<file path="config.mk">
export PLATFORM = sky130hd
export DESIGN_NAME = seg_scan_controller_flat
export DESIGN_NICKNAME = d
export VERILOG_FILES = /design/src/rtl/seg_scan_controller_if.sv /design/src/rtl/seg_scan_controller.sv /design/src/flat_wrapper.sv
export SDC_FILE = /design/constraint.sdc
export NUM_CORES = 1
export LEC_CHECK = 0
export ABC_AREA = 1
export CORE_ASPECT_RATIO = 0.7
export CORE_MARGIN = 4
export CORE_UTILIZATION = 56
export CTS_CLUSTER_DIAMETER = 40
export DETAILED_ROUTE_END_ITERATION = 16
export PLACE_DENSITY_LB_ADDON = 0.08
export SETUP_SLACK_MARGIN = 0.5
export SLEW_MARGIN = 20
export SYNTH_ARGS = -nofsm -noshare
export SYNTH_HDL_FRONTEND = slang
export SYNTH_SLANG_ARGS = --single-unit
</file>
<file path="constraint.sdc">
create_clock -name Clk -period 4.55 [get_ports Clk]
set_clock_uncertainty 0.05 [all_clocks]
set_input_delay 0.455 -clock Clk [delete_from_list [all_inputs] [get_ports Clk]]
set_output_delay 0.455 -clock Clk [all_outputs]
set_load 0.1 [all_outputs]
</file>
<file path="src/rtl/seg_scan_controller_if.sv">
// Bus between the datapath and the seven-segment scan controller.
// master = datapath side, slave = controller side.
interface seg_scan_controller_if;
  logic [15:0] Digit_Data;
  logic [3:0]  Digit_En;
  logic [3:0]  Dp_In;
  logic        Load;
  logic        Pending;
  logic        Frame_Tick;
  logic [3:0]  An;
  logic [6:0]  Seg;
  logic        Dp;

  modport master (
    output Digit_Data, Digit_En, Dp_In, Load,
    input  Pending, Frame_Tick, An, Seg, Dp
  );

  modport slave (
    input  Digit_Data, Digit_En, Dp_In, Load,
    output Pending, Frame_Tick, An, Seg, Dp
  );
endinterface

</file>
<file path="src/rtl/seg_scan_controller.sv">
// 4-digit common-anode seven-segment scanner with blanking gaps and
// frame-synchronous double-buffered display contents.
module seg_scan_controller #(
  parameter int DWELL_CYCLES = 131072,
  parameter int BLANK_CYCLES = 16
) (
  input  logic                 Clk,
  input  logic                 Reset_n,
  seg_scan_controller_if.slave bus
);

  localparam int MAXC = (DWELL_CYCLES > BLANK_CYCLES) ? DWELL_CYCLES : BLANK_CYCLES;
  localparam int CW   = (MAXC > 1) ? $clog2(MAXC) : 1;
  localparam logic [CW-1:0] BLAST = CW'(BLANK_CYCLES - 1);
  localparam logic [CW-1:0] DLAST = CW'(DWELL_CYCLES - 1);

  typedef enum logic {BLANK, SHOW} state_t;

  typedef struct packed {
    logic [15:0] data;
    logic [3:0]  en;
    logic [3:0]  dp;
  } disp_t;

  state_t        state, state_n;
  logic [1:0]    idx, idx_n;
  logic [CW-1:0] cnt, cnt_n;
  disp_t         act, act_n, sh, sh_n;
  logic          pend, pend_n;
  logic          wrap;
  logic [3:0]    an_q, an_n;
  logic [6:0]    seg_q, seg_n;
  logic          dp_q, dp_n, ft_q;

  function automatic logic [6:0] hex7(input logic [3:0] v);
    case (v)
      4'h0: hex7 = 7'b1000000;
      4'h1: hex7 = 7'b1111001;
      4'h2: hex7 = 7'b0100100;
      4'h3: hex7 = 7'b0110000;
      4'h4: hex7 = 7'b0011001;
      4'h5: hex7 = 7'b0010010;
      4'h6: hex7 = 7'b0000010;
      4'h7: hex7 = 7'b1111000;
      4'h8: hex7 = 7'b0000000;
      4'h9: hex7 = 7'b0010000;
      4'hA: hex7 = 7'b0001000;
      4'hB: hex7 = 7'b0000011;
      4'hC: hex7 = 7'b1000110;
      4'hD: hex7 = 7'b0100001;
      4'hE: hex7 = 7'b0000110;
      default: hex7 = 7'b0001110;
    endcase
  endfunction

  always_comb begin
    state_n = state;
    cnt_n   = cnt + CW'(1);
    idx_n   = idx;
    act_n   = act;
    sh_n    = sh;
    pend_n  = pend;
    wrap    = 1'b0;
    an_n    = 4'hF;
    seg_n   = 7'h7F;
    dp_n    = 1'b1;

    case (state)
      BLANK: if (cnt == BLAST) begin
        state_n = SHOW;
        cnt_n   = '0;
      end
      SHOW: if (cnt == DLAST) begin
        state_n = BLANK;
        cnt_n   = '0;
        idx_n   = idx + 2'd1;
        wrap    = (idx == 2'd3);
      end
      default: state_n = BLANK;
    endcase

    // Old shadow is committed before a same-edge Load refills it.
    if (wrap && pend) begin
      act_n  = sh;
      pend_n = 1'b0;
    end
    if (bus.Load) begin
      sh_n   = '{data: bus.Digit_Data, en: bus.Digit_En, dp: bus.Dp_In};
      pend_n = 1'b1;
    end

    // Outputs are decoded from next-state values so An/Seg/Dp flip together.
    if (state_n == SHOW) begin
      seg_n = hex7(act_n.data[{idx_n, 2'b00} +: 4]);
      if (act_n.en[idx_n]) begin
        an_n[idx_n] = 1'b0;
        dp_n        = ~act_n.dp[idx_n];
      end
    end
  end

  always_ff @(posedge Clk or negedge Reset_n) begin
    if (!Reset_n) begin
      state <= BLANK;
      idx   <= '0;
      cnt   <= '0;
      act   <= '0;
      sh    <= '0;
      pend  <= 1'b0;
      ft_q  <= 1'b0;
      an_q  <= 4'hF;
      seg_q <= 7'h7F;
      dp_q  <= 1'b1;
    end else begin
      state <= state_n;
      idx   <= idx_n;
      cnt   <= cnt_n;
      act   <= act_n;
      sh    <= sh_n;
      pend  <= pend_n;
      ft_q  <= wrap;
      an_q  <= an_n;
      seg_q <= seg_n;
      dp_q  <= dp_n;
    end
  end

  assign bus.Pending    = pend;
  assign bus.Frame_Tick = ft_q;
  assign bus.An         = an_q;
  assign bus.Seg        = seg_q;
  assign bus.Dp         = dp_q;

endmodule

</file>
<file path="src/flat_wrapper.sv">
// flat-port wrapper written by rule: the top's interface ports become plain ports
module seg_scan_controller_flat 
#(
  parameter int DWELL_CYCLES = 131072,
  parameter int BLANK_CYCLES = 16
)
  (Clk, Reset_n, bus_Digit_Data, bus_Digit_En, bus_Dp_In, bus_Load, bus_Pending, bus_Frame_Tick, bus_An, bus_Seg, bus_Dp);
  seg_scan_controller_if bus_i ();
  input  logic Clk;
  input  logic Reset_n;
  input wire logic [$bits(bus_i.Digit_Data)-1:0] bus_Digit_Data;
  input wire logic [$bits(bus_i.Digit_En)-1:0] bus_Digit_En;
  input wire logic [$bits(bus_i.Dp_In)-1:0] bus_Dp_In;
  input wire logic [$bits(bus_i.Load)-1:0] bus_Load;
  output wire logic [$bits(bus_i.Pending)-1:0] bus_Pending;
  output wire logic [$bits(bus_i.Frame_Tick)-1:0] bus_Frame_Tick;
  output wire logic [$bits(bus_i.An)-1:0] bus_An;
  output wire logic [$bits(bus_i.Seg)-1:0] bus_Seg;
  output wire logic [$bits(bus_i.Dp)-1:0] bus_Dp;
  assign bus_i.Digit_Data = bus_Digit_Data;
  assign bus_i.Digit_En = bus_Digit_En;
  assign bus_i.Dp_In = bus_Dp_In;
  assign bus_i.Load = bus_Load;
  assign bus_Pending = bus_i.Pending;
  assign bus_Frame_Tick = bus_i.Frame_Tick;
  assign bus_An = bus_i.An;
  assign bus_Seg = bus_i.Seg;
  assign bus_Dp = bus_i.Dp;
  seg_scan_controller #(.DWELL_CYCLES(DWELL_CYCLES), .BLANK_CYCLES(BLANK_CYCLES)) u_core (.Clk(Clk), .Reset_n(Reset_n), .bus(bus_i));
endmodule
</file>
==> flow_summary.yaml <==
timing:
  post-route-period-util: 0.807
  transition_time_at_the_pin_with_the_least_slew_margin_ns: 0.990
  setup_tns_ns: 0
  setup_viol: 0
  rsz0062_at_grt: "no"
  clock.fmax_mhz: 272
  worst_slew_margin_rel: 0.338
  timing.final.crit_period_ns: 3.67
  finalHoldViolations: 0
  slew_viol_final: 0
yosys:
  post-synth-top-area-cell: "dfrtp_1"
  synthesis.nets: 464
  ys_warnings: 0
  synthesized_instance_count: 428
  synthDominantCellAreaShare: 0.454
  ys_seq_elements: 82
  synthDistinctLibCells: 35
  synthTopCellsByArea: "dfrtp_1 (45%), nand2_1 (13%), dfstp_2 (8.2%)"
  syn_area_sq_um: 3860
  yosysSeqAreaShare: 0.536
  syn_avg_cell_area_sq_um: 9.01
critical_path:
  req_time_crit_path_ns: 4.77
  arrival_time_of_the_worst_setup_path_ns: 3.90
  path_common_cell: "nand2_1"
  crit_path_top_delay_cell: "dfrtp_1"
  startpoint_type: "register"
  critical_path_class: "reg2reg"
  crit_path_end_kind: "register"
  cp_slowest_stage_delay_ns: 0.37
  crit_path_max_fanout: 8
drt:
  remaining_drc_errors: 0
  remaining_antenna_violation_count: 0
  iter_0_drt_violations: 164
  vias: 2830
  post_drt_via_cell_ratio: 4.96
  drt_pre_antenna_iters: 4
  post_drt_wl_per_cell_microns: 13.2
  wl_mm: 7.56
die:
  die_x_microns: 107
  num_rows: 25
  dieArea_sq_um: 8300
  design.portCount: 41
  initial_standard_cell_utilization_of_the_core: 0.574
  chipHeight_microns: 77.4
  floorplan.core_area_sq_um: 6730
cells_and_area:
  nFillCells: 543
  layout-drive-gt1-share: 0.147
  final_nets: 508
  area.growth.synth_to_final_pct: 19.4
  most_frequent_standard_cell_in_the_layout_excluding_fill_and_tap_cells: "nand2_1"
  layout_common_cells: "nand2_1 (133), dfrtp_1 (70), inv_1 (41), clkdlybuf4s50_1 (39), o21ai_0 (30)"
  area_of_the_multi_input_gates_sq_um: 1590
  num_antenna_cells: 0
  layout.cells.non_filler: 571
  regArea_sq_um: 2070
clock_tree:
  htree_num_levels: 3
  clkSinkCount: 82
  clk_latency_ns: 0.36
  cts_buffer_depth: 2
  cts_root_buf: "clkbuf_8"
  worst_setup_hold_path_clk_slew_ns: 0.09
  cts.hold.buffers_added: 0
  cts_tree: "built"
  tritoncts.num_buffers: 9
global_route:
  grt_antenna_before_repair: 0
  gr-total-overflow: 0
  groute.usage.overall: 0.197
  grt_pass1_wl_mm: 12.8
  number_of_global_route_vias_before_repair: 2693
  grt_start_max_net_pins: 83
placement:
  dp_hpwl_mm: 5.05
  dp_cells: 552
  place_congestion: 0.831
  io_buffer_count: 40
power:
  clockPowerShare: 0.427
  irDropWorstVdd_mv: 0.228
  comb_power_share: 0.046
  power_report.internal_total_uw: 1110
  power-per-cell-area_nw_per_um2: 310
  power_switching_uw: 322
  switching_fraction: 0.226
  p_seq_frac: 0.527
  total_power_uw: 1430
  leakage_component_of_the_power_uw: 0.00224
status:
  run_status: "completed"
run:
  timing.max_cap.violations: 0
min_path:
  worstHoldPathType: "in2async"
-- synth_stat cells --
master	number
nand2_1	133
nor2_2	1
nand4_1	2
dfrtp_1	70
xnor2_1	1
a21oi_1	1
a31oi_1	1
a21oi_2	1
ha_1	9
nand2_4	6
or2_0	1
nand3_1	25
xor2_1	7
nor2_8	4
o21ai_0	30
buf_6	4
nor3b_1	5
o21a_1	1
nor4_1	3
nand2_2	13
inv_2	3
o22ai_1	2
dfstp_2	12
o21ai_2	1
nor3_1	3
inv_1	41
nand4_4	1
nor2_1	27
or2_2	1
nor3_4	1
nor2_4	3
buf_2	2
inv_4	1
o21ai_1	7
clkbuf_1	5
-- logic make-up (layout without fill, tap and decap cells) --
family | Yosys count | after routing | synth area share
adders and majority gates | 9 | 9 | 0.0292
buffers and inverters | 56 | 103 | 0.0636
AOI/OAI and AO/OA | 44 | 44 | 0.0607
xor gates and xnor gates | 8 | 8 | 0.0182
and+or+nand+nor | 229 | 231 | 0.293
DFF | 82 | 82 | 0.536
-- layer usage --
layer	global-route usage	routed length [microns]	up-vias	share of wire
li1	-	-	1442	-
met1	0.293	3900	1321	0.52
met2	0.282	3180	55	0.42
met3	0.0540	393	12	0.052
met4	0.0575	85	0	0.011
met5	0	0	-	0
-- per-stage QoR --
stage                     hold WS [ns]   util  setup WS (ns)  instance area, sq um
after floorplan                  0.109      -           1.33                  3860
after global placement           0.393  0.640          0.779                  4310
after detailed placement         0.402  0.640          0.493                  4310
after CTS                        0.237  0.677          0.625                  4550
after global routing             0.106  0.685          0.515                  4610
final                           0.0707  0.685          0.876                  4610
-- timing repair --
item / CTS / global route
buffers inserted: 0 / 1
resized for setup: 0 / 3
setup endpoints to repair: 3 / 12
pin swaps: 1 / 1
cloned: 1 / 1
endpoints found under the hold margin: 0 / 0
-- worst max-delay path: cells and delay by family, from the launching register on --
kind,cells,cell delay [ns]
adders and majority gates,3,0.67
DFF,1,0.37
buffers and inverters,3,0.37
and+or+nand+nor,19,2.13
-- sequential cells by signal, summed over array words and instances (netlist names), 2 cells and up --
signal / count
u_core.cnt: 17
u_core.act: 24
u_core.bus.An: 4
u_core.bus.Seg: 7
u_core.sh: 24
u_core.idx: 2
-- final timing paths --
kind,start,end,slack (ns),cells past startpoint
max,u_core.cnt[0],u_core.bus.Seg[3],0.88,25
min,Reset_n,u_core.sh[5],0.07,1
max reg2reg,u_core.cnt[0],u_core.bus.Seg[3],0.88,25
min reg2reg,u_core.cnt[0],u_core.cnt[0],0.41,1
max in group asynchronous,Reset_n,u_core.sh[18],3.89,1
min in group Clk,u_core.cnt[0],u_core.cnt[0],0.41,1
-- power by group through the flow --
stage	Combinational, uW	Clock, uW	Sequential [uW]
2_1_floorplan	23.8	0	766
3_3_place_gp	66.2	0	767
3_5_place_dp	66.9	0	768
4_1_cts	67.5	624	754
5_1_grt	77.5	655	756
6_report	65.7	610	754
-- cell type report --
cell class | count | share of cell area
multi-input combinational | 292 | 0.344
tap | 94 | 0.0255
sequential | 82 | 0.449
inverter | 45 | 0.0372
timing repair buffer | 42 | 0.0932
clock inverter | 6 | 0.0209
clock buffer | 10 | 0.0299
Note: power is estimated with default switching activity, not from simulation.
